### src/rtl/sram_arbiter.sv
// sram_arbiter: two-requester arbiter in front of a single-port synchronous SRAM.
// Round-robin on contention, one grant per cycle, registered command stage and
// a two-deep read tracker that routes returning read data to its requester.
module sram_arbiter #(
  parameter int ADDR_W = 4,
  parameter int DATA_W = 8
) (
  input  logic              clk,
  input  logic              rst_n,
  input  logic              req0,
  input  logic              we0,
  input  logic [ADDR_W-1:0] addr0,
  input  logic [DATA_W-1:0] wdata0,
  output logic              gnt0,
  output logic              rvalid0,
  output logic [DATA_W-1:0] rdata0,
  input  logic              req1,
  input  logic              we1,
  input  logic [ADDR_W-1:0] addr1,
  input  logic [DATA_W-1:0] wdata1,
  output logic              gnt1,
  output logic              rvalid1,
  output logic [DATA_W-1:0] rdata1,
  output logic              mem_wr_en,
  output logic              mem_rd_en,
  output logic [ADDR_W-1:0] mem_addr,
  output logic [DATA_W-1:0] mem_wdata,
  input  logic [DATA_W-1:0] mem_rdata,
  output logic              mem_rst
);

  // Priority pointer: 0 favours requester 0, 1 favours requester 1.
  logic       ptr;
  // Read tracker stages: valid flag and requester id, stage 2 drives rvalid.
  logic [1:0] rd_v;
  logic [1:0] rd_id;
  logic       any_gnt;
  logic       gnt_we;

  // Grant decode: lone requester wins, contention resolved by the pointer.
  always_comb begin
    gnt0    = 1'b0;
    gnt1    = 1'b0;
    if (rst_n) begin
      gnt0 = req0 & (~req1 | ~ptr);
      gnt1 = req1 & (~req0 |  ptr);
    end
    any_gnt = gnt0 | gnt1;
    gnt_we  = gnt1 ? we1 : we0;
  end

  // Pointer moves to the requester that was not just served.
  always_ff @(posedge clk) begin
    if (!rst_n)    ptr <= 1'b0;
    else if (gnt0) ptr <= 1'b1;
    else if (gnt1) ptr <= 1'b0;
  end

  // Command stage: register the granted access towards the SRAM.
  always_ff @(posedge clk) begin
    if (!rst_n) begin
      mem_wr_en <= 1'b0;
      mem_rd_en <= 1'b0;
      mem_addr  <= '0;
      mem_wdata <= '0;
    end else if (any_gnt) begin
      mem_wr_en <= gnt_we;
      mem_rd_en <= ~gnt_we;
      mem_addr  <= gnt1 ? addr1  : addr0;
      mem_wdata <= gnt1 ? wdata1 : wdata0;
    end else begin
      mem_wr_en <= 1'b0;
      mem_rd_en <= 1'b0;
    end
  end

  // Read tracker: {read, id} shifted two cycles to meet SRAM read data.
  always_ff @(posedge clk) begin
    if (!rst_n) begin
      rd_v  <= '0;
      rd_id <= '0;
    end else begin
      rd_v  <= {rd_v[0], any_gnt & ~gnt_we};
      rd_id <= {rd_id[0], gnt1};
    end
  end

  assign rvalid0 = rd_v[1] & ~rd_id[1];
  assign rvalid1 = rd_v[1] &  rd_id[1];
  assign rdata0  = mem_rdata;
  assign rdata1  = mem_rdata;
  assign mem_rst = ~rst_n;

endmodule

### config.mk
export PLATFORM = sky130hd
export DESIGN_NAME = sram_arbiter
export DESIGN_NICKNAME = d
export VERILOG_FILES = /design/src/rtl/sram_arbiter.sv
export SDC_FILE = /design/constraint.sdc
export NUM_CORES = 1
export LEC_CHECK = 0
export BUFFER_PORTS_ARGS = -buffer_cell sky130_fd_sc_hd__buf_4
export CELL_PAD_IN_SITES_DETAIL_PLACEMENT = 1
export CELL_PAD_IN_SITES_GLOBAL_PLACEMENT = 1
export CORE_AREA = 5 5 66 68
export CTS_CLUSTER_SIZE = 20
export DETAILED_ROUTE_END_ITERATION = 10
export DIE_AREA = 0 0 71 73
export PLACE_DENSITY = 0.88
export SYNTH_ARGS = -nofsm -noshare
export SYNTH_HDL_FRONTEND = slang
export SYNTH_SLANG_ARGS = --single-unit
### constraint.sdc
create_clock -name clk -period 2.23 [get_ports clk]
set_input_delay 0.223 -clock clk [delete_from_list [all_inputs] [get_ports clk]]
set_output_delay 0.223 -clock clk [all_outputs]
set_load 0.02 [all_outputs]
==> metrics.md, run 1 <==
| Metric | Value |
|---|---|
| Via density | `approximately 4.7` |
| Worst clock skew | `2.42 ps` |
| Switching Fraction | `between 20 and 30%` |
| Largest family of logic cells by synthesized area | `compound AO/OA/AOI/OAI gates` |
| Setup CP Type | `flip-flop to output port` |
| Drt drc | `0` |
| Syn_area_per_cell | `roughly 9.4 um^2` |
| Drt pass-1 iters | `4` |
| Maximum number of pins on one net before global-route repair | `19` |
| Simple-gate share of the synthesized area | `21.6%` |
| Post-route setup slack | `between 700 and 800 ps` |
| Placed Area | `0.00131 mm^2` |
| Final min period | `about 1500 ps` |
| Clock power frac | `28.8%` |
| Register area share after synthesis | `36.3%` |
| Met1 GRT Util | `14.2%` |
| First-pass GRT wire length | `4.54 mm` |
| Peak supply drop | `around 180 uV` |
| Synth Net Count | `around 150` |
| Pins Over Slew Limit | `0` |
| P per Cell Area | `610 mW/mm^2` |
| Adder-cell share of the synthesized area | `0%` |
| Grt peak-use layer | `met2` |
| Filler cells | `460` |
| Net count, final | `180` |
| CTS Hold Bufs | `0` |
| RSZ-0062 raised after global routing | `no` |
| Setup WS pre-CTS | `693 ps` |
| Mux cell area share after synthesis | `0%` |
| GR Util met3 | `2.20%` |
| Post-Synth XOR/XNOR Area | `0%` |
| Status | `finished clean` |
| DP Wirelength | `between 2 and 2.5 mm` |
| Worst-path clk slew | `~70 ps` |
| Sequential Power Share | `approximately 46%` |
| Fraction of layout cells with a size suffix above 1 | `45.4%` |
| Core box area | `0.00380 mm^2` |
| Mapped Area | `about 0.0010 mm^2` |
| Compound-Gate Fraction of Synth Area | `23.5%` |
| Row count | `23` |
| Sw power | `around 0.00023 W` |
| CTS root buffer | `clkbuf_8` |
| Seq cells post-synth | `19` |
| Wirelength per Cell | `between 10 and 15 um` |
| Setup crit start kind | `flip-flop` |
| Pint | `0.000593 W` |
| # resized after CTS | `0` |
| Final period utilization | `slightly below 70%` |
| Initial core utilization | `27.6%` |
| Post-route ant nets | `0` |
| Die W | `71 um` |
| Critical path's slowest cell | `dfxtp_1` |
| Post-route cell area | `0.00136 mm^2` |
| Die area | `0.00518 mm^2` |
| DR vias | `between 800 and 900` |
| CTS max path bufs | `2` |
| CP Buf/Inv Count | `1` |
| Combinational share of power | `25.2%` |
| Tightest Pin Transition | `803 ps` |
| Total setup buffers inserted after CTS | `0` |
| I/O pin count | `73` |
| Sink Count | `19` |
| Max stage delay on crit path | `370 ps` |
| Arrival time worst endpoint | `1290 ps` |
| Instance count of the mapped netlist | `approximately 110` |
| DRT Wirelength | `2.80 mm` |
| Worst skew pair latency | `250 ps` |
| Max-Cap Viols | `0` |
| Max Clk Rate | `0.661 GHz` |
| Port Buf Inserts | `48` |
| Crit-path cells | `nand2b_1 -> and2_4 -> buf_4` |
| Grt ovf | `0` |
| Yosys cell types | `19` |
| GRT Resource Usage Total | `10.9%` |
| Endpoints failing setup | `0` |
| Slew margin rel. | `46.2%` |
| Fin Setup TNS | `0 ps` |
| CP max FO | `16` |
| # diodes | `0` |
| Vias in the first global route | `903` |
| Lkg Pwr | `0.592 nW` |
| CTS buffer count | `3` |
| CTS tree | `yes` |
| CP Data Required Time | `2010 ps` |
| CP Capture Type | `output port` |
| Initial antenna violation count | `0` |
| Ys Warns | `0` |
| M2 GR Usage | `between 10% and 20%` |
| Placer Congestion | `approximately 0.70` |
| Crit path max-delay family | `simple AND/OR/NAND/NOR gates` |
| H-tree lvl count | `1` |
| Final Hold Viols | `0` |
| Synthesis-to-layout area growth | `29.5%` |
| Die height | `73 um` |
| Hold crit path type | `input port to flip-flop` |
| Initial drt markers | `29` |
[metal layers]
layer	up-vias	wire length (um)	part of all wire, %
li1	428	-	-
met1	418	1160	41
met2	41	1370	49
met3	4	232	8.3
met4	0	36	1.3
met5	-	0	0
[synth_stat cells]
master	count	area share, %
nand2_1	25	9.0
dfxtp_1	19	36
buf_4	16	11
nand3_1	12	5.7
o311ai_0	6	5.0
o311ai_4	6	15
and2_1	4	2.4
clkbuf_1	4	1.4
a22o_1	3	2.5
inv_1	3	1.1
a21oi_1	2	0.96
and2_4	2	1.7
buf_6	2	2.2
nand2b_1	2	1.2
buf_12	1	1.9
buf_2	1	0.48
nor2_1	1	0.36
nor2b_1	1	0.60
nor3b_1	1	0.72
[cell usage in the layout (no fill, tap or decap)]
| master | count |
|---|---|
| clkbuf_8 | 3 |
| clkinv_2 | 1 |
| a22o_1 | 3 |
| nor3b_2 | 1 |
| inv_1 | 3 |
| nand3_1 | 12 |
| nand2b_1 | 2 |
| dfxtp_1 | 19 |
| nand2_1 | 25 |
| and2_4 | 2 |
| nor2_2 | 1 |
| a21oi_1 | 2 |
| and2_1 | 4 |
| o311ai_4 | 6 |
| nor2b_1 | 1 |
| buf_4 | 50 |
| o311ai_0 | 6 |
[worst reg2reg max path: stages (launching register included)]
cell and delay (ps):
dfxtp_1 340, nand2b_1 160, and2_4 230, o311ai_0 400
[worst paths after layout]
path / from / endpoint / slack [ps] / cells after the start
setup / recovery: ptr$_SDFFE_PN0P_ / gnt1 / 720 / 3
hold / removal: we1 / mem_wr_en$_SDFF_PN0_ / 190 / 2
setup reg to reg: ptr$_SDFFE_PN0P_ / mem_wdata[5]$_SDFFE_PN0P_ / 990 / 3
hold reg to reg: rd_v[0]$_SDFF_PN0_ / rd_v[1]$_SDFF_PN0_ / 460 / 1
[logic make-up (layout without fill, tap and decap cells)]
family,count (synthesis),in the layout
simple gates,48,48
buf+inv,27,57
flops,19,19
compound gates,17,17
[power by group through the flow]
| stage | combinational, W | clock [W] | sequential (W) |
|---|---|---|---|
| 6_report | 0.000208 | 0.000238 | 0.000380 |
| 3_5_place_dp | 0.000210 | 0 | 0.000388 |
| 4_1_cts | 0.000211 | 0.000245 | 0.000380 |
| 5_1_grt | 0.000223 | 0.000257 | 0.000384 |
| 3_3_place_gp | 0.000206 | 0 | 0.000388 |
| 2_1_floorplan | 0.000130 | 0 | 0.000414 |
[registers in the layout (all words and copies together) (netlist names)]
register / count
mem_wdata: 8
mem_addr: 4
rd_id: 2
rd_v: 2
mem_rd_en: 1
mem_wr_en: 1
ptr: 1
[final cells by class]
| cell class | count | area, um^2 | area share, % |
|---|---|---|---|
| Inverter | 3 | 11.3 | 0.830 |
| Timing Repair Buffer | 50 | 375 | 27.7 |
| Clock buffer | 3 | 41.3 | 3.04 |
| Multi-Input combinational cell | 65 | 480 | 35.4 |
| Sequential cell | 19 | 380 | 28.0 |
| Clock inverter | 1 | 5.00 | 0.369 |
| Tap cell | 50 | 62.6 | 4.61 |
[per-stage QoR]
stage | cells | utilization (%) | hold WS [ps] | total power [W]
5_1_grt | 191 | 35.7 | 204 | 0.000864
3_5_place_dp | 187 | 34.5 | 420 | 0.000599
4_1_cts | 191 | 35.7 | 188 | 0.000837
3_3_place_gp | 187 | 34.5 | 435 | 0.000593
2_1_floorplan | 111 | - | 349 | 0.000544
6_report | 191 | 35.7 | 194 | 0.000827
Note: power is estimated with default switching activity, not from simulation.
==> inputs of run 2 (changes only) <==
ABC_AREA = 1   (was default)
CORE_AREA = 5 5 71 73   (was 5 5 66 68)
DIE_AREA = 0 0 76 78   (was 0 0 71 73)
PLACE_DENSITY = 0.83   (was 0.88)
clock period = 1.4 ns   (was 2.23 ns; I/O delays follow)
==> run 2 against run 1 <==
- first-iteration DRC count increased by 48%
- combinational power increased by 77%
- clock-buffer cell count increased by 1
- synthesized cell count increased by 41%
- cell count increased by 27%
- highest routed layer unchanged
- register-to-register slack got worse by 710 ps
- sequential share of layout area decreased by 0.85 points
- hold slack got worse by 26 ps
==> metrics.md, run 2 <==
| Metric | Value |
|---|---|
| Commonest non-fill, non-tap cells in the layout | `53 x buf_4, 43 x nand2_1, 27 x nor2_1, 19 x dfxtp_1, 13 x nand3_1` |
| CTS tree | `yes` |
| Max-Cap Viols | `0 (unchanged)` |
| Vias in the first global route | `1005 (+11%)` |
| Hold slack | `168 ps (-25.8 ps)` |
| Filler cells | `566 (+23%)` |
| P per Cell Area | `960 mW/mm^2 (+57%)` |
| Die W | `76 um (+7.0%)` |
| CTS max path bufs | `2 (unchanged)` |
| RSZ-0062 raised after global routing | `no` |
| Synth top area cells | `dfxtp_1 36%, nand2_1 15%, buf_4 12%, nor2_1 9.5%, nand3b_1 8.5%` |
| Largest register FFs | `8 (unchanged)` |
| Endpoints failing setup | `0 (unchanged)` |
| Drt pass-1 iters | `2 (-2)` |
| Final period utilization | `94.5%` |
| Critical path's slowest cell | `dfxtp_1` |
| Drt drc | `0 (unchanged)` |
| CP Data Required Time | `1260 ps (-750 ps)` |
| Worst skew pair latency | `250 ps (about the same)` |
| Mapped Area | `0.00107 mm^2 (+1.8%)` |
| Syn_area_per_cell | `6.79 um^2 (-28%)` |
| CP Buf/Inv Count | `4 (+3)` |
| Count leader, synth | `nand2_1` |
| I/O pin count | `73 (unchanged)` |
| Worst-path clk slew | `70 ps (about the same)` |
| Synth top area share | `35.7% (-0.64 points)` |
| Final Hold Viols | `0 (unchanged)` |
| Synth Net Count | `195 (+31%)` |
| Crit path max-delay family | `buffers and inverters` |
| CP Capture Type | `output port` |
| Crit-path cells | `inv_1 -> nand2_1 -> nand2_2 -> buf_6 -> inv_1 -> buf_4` |
| Max Clk Rate | `0.756 GHz` |
| Yosys cell types | `15 (-4)` |
| Synthesis-to-layout area growth | `31.2%` |
| Register area share after synthesis | `35.7% (-0.64 points)` |
| Setup crit start kind | `flip-flop` |
| DR vias | `990 (+11%)` |
| Commonest cells in the netlist | `43 x nand2_1, 27 x nor2_1, 19 x dfxtp_1` |
| CTS Hold Bufs | `0 (unchanged)` |
| Area leader, netlist | `dfxtp_1` |
| Row count | `24 (+4.3%)` |
| Max stage delay on crit path | `320 ps (-50 ps)` |
| Via density | `4.09 (-12%)` |
| Post-route ant nets | `0 (unchanged)` |
| CTS root buffer | `clkbuf_8` |
| Die height | `78 um (+6.8%)` |
| Ys Warns | `0 (unchanged)` |
| Maximum number of pins on one net before global-route repair | `20 (+1)` |
| Most common cell after layout, fill and taps aside | `buf_4` |
| Tightest Pin Transition | `228 ps (-575 ps)` |
| Slew margin rel. | `84.8% (+39 points)` |
| DRT Wirelength | `2.79 mm (-0.18%)` |
| DP Wirelength | `2.21 mm (+4.1%)` |
| Fin Setup TNS | `0 ps (unchanged)` |
| Top reg by flops | `mem_wdata` |
| CP max FO | `19 (+3)` |
| Arrival time worst endpoint | `1180 ps (-110 ps)` |
| Peak supply drop | `323 uV (+79%)` |
| Pins Over Slew Limit | `0 (unchanged)` |
| Initial antenna violation count | `0 (unchanged)` |
| Placer Congestion | `0.692 (-0.67%)` |
| Post-synth EDFFs | `0 (unchanged)` |
| Setup CP Type | `flip-flop to output port` |
| Post-synth top flop | `dfxtp_1` |
| Worst clock skew | `0.484 ps (-1.93 ps)` |
| Hold crit path type | `input port to flip-flop` |
| Port Buf Inserts | `48 (unchanged)` |
| Sink Count | `19 (unchanged)` |
| Status | `finished clean` |
| Post-synth ARST share | `0% (unchanged)` |
| Final min period | `1320 ps` |
| Die area | `0.00593 mm^2 (+14%)` |
| Instance count of the mapped netlist | `157 (+41%)` |
| # diodes | `0 (unchanged)` |
| Cell mode on critical path | `inv_1` |
| First-pass GRT wire length | `4.46 mm (-1.7%)` |
| Grt ovf | `0 (unchanged)` |
| Wirelength per Cell | `11.5 um (-21%)` |
| Fraction of layout cells with a size suffix above 1 | `32.1% (-13 points)` |
| Initial drt markers | `43 (+48%)` |
| GRT Resource Usage Total | `9.20% (-1.7 points)` |
| Area of the multi-input gates | `453 um^2 (-5.7%)` |
| Core box area | `0.00429 mm^2 (+13%)` |
| Net count, final | `229 (+27%)` |
| Lkg Pwr | `0.776 nW (+31%)` |
| Seq cells post-synth | `19 (unchanged)` |
| Top flop regs | `mem_wdata: 8 flops, mem_addr: 4 flops` |
| Storage cell area | `380 um^2 (unchanged)` |
| H-tree lvl count | `1 (unchanged)` |
| CTS buffer count | `3 (unchanged)` |
| Initial core utilization | `24.8% (-2.7 points)` |
## run 2: changes by cell type after synthesis, moves of 6 or more
cell      delta
o311ai_4     -6
nand3b_1    +12
nand2_1     +18
nor2_1      +26
o311ai_0     -6
inv_1        +7
## run 2: kinds of logic after synthesis
group                  Yosys count  synth area share, %
AND/OR/NAND/NOR                 99                 41.5
buffers and inverters           37                 21.8
flip-flops                      19                 35.7
AO/OA/AOI/OAI                    2                0.938
## run 2: power by group
| group | total [W] | switching, W | internal, W | leakage (nW) |
|---|---|---|---|---|
| clock network | 0.000369 | 0.000168 | 0.000202 | 0.0228 |
| registers | 0.000604 | 0.0000189 | 0.000585 | 0.157 |
| logic | 0.000369 | 0.000192 | 0.000177 | 0.596 |
| total | 0.00134 | 0.000379 | 0.000964 | 0.776 |
## run 2: final timing paths
| path | from | end | slack (ps) | depth (start not counted) |
|---|---|---|---|---|
| setup / recovery | ptr$_SDFFE_PN0P_ | gnt1 | 80 | 6 |
| hold / removal | we1 | mem_wr_en$_SDFF_PN0_ | 170 | 3 |
| setup reg to reg | ptr$_SDFFE_PN0P_ | rd_v[0]$_SDFF_PN0_ | 280 | 7 |
| hold reg to reg | rd_id[0]$_SDFF_PN0_ | rd_id[1]$_SDFF_PN0_ | 420 | 2 |
## run 2: final cells by class
class | instances | area share [%]
Sequential cell | 19 | 27.2
Multi-Input combinational cell | 101 | 32.4
Clock buffer | 4 | 3.22
Inverter | 12 | 3.31
Tap cell | 52 | 4.65
Timing Repair Buffer | 54 | 29.2
## run 2: timing repair
item                                    in CTS  in global routing
setup buffers                                0                  0
endpoints found under the setup margin       0                  1
resized for setup                            0                  1
## run 2: worst register-to-register path, stage by stage (launching register included)
cell and delay, ps:
dfxtp_1 350, inv_1 50, nand2_1 90, nand2_2 80, buf_6 160, nand2_1 70, o21ai_1 80, and2_1 140
## run 2: stage by stage
step                      instance area (um^2)  power (W)  utilization [%]  setup slack, ps  cells
after floorplan                           1070   0.000894                -              322    157
after global placement                    1350   0.000984             31.4              308    238
after detailed placement                  1350   0.000992             31.4              236    238
after CTS                                 1400    0.00137             32.5             14.4    242
after global routing                      1400    0.00144             32.6             2.63    242
final                                     1400    0.00134             32.6             76.6    242
## run 2: routing by layer
metal | track usage [%] | share of wire, % | vias to the layer above
met3 | 1.97 | 4.6 | 2
met1 | 9.95 | 42 | 436
met2 | 16.9 | 52 | 25
li1 | - | - | 527
met5 | 0 | 0 | -
met4 | 4.45 | 0.97 | 0
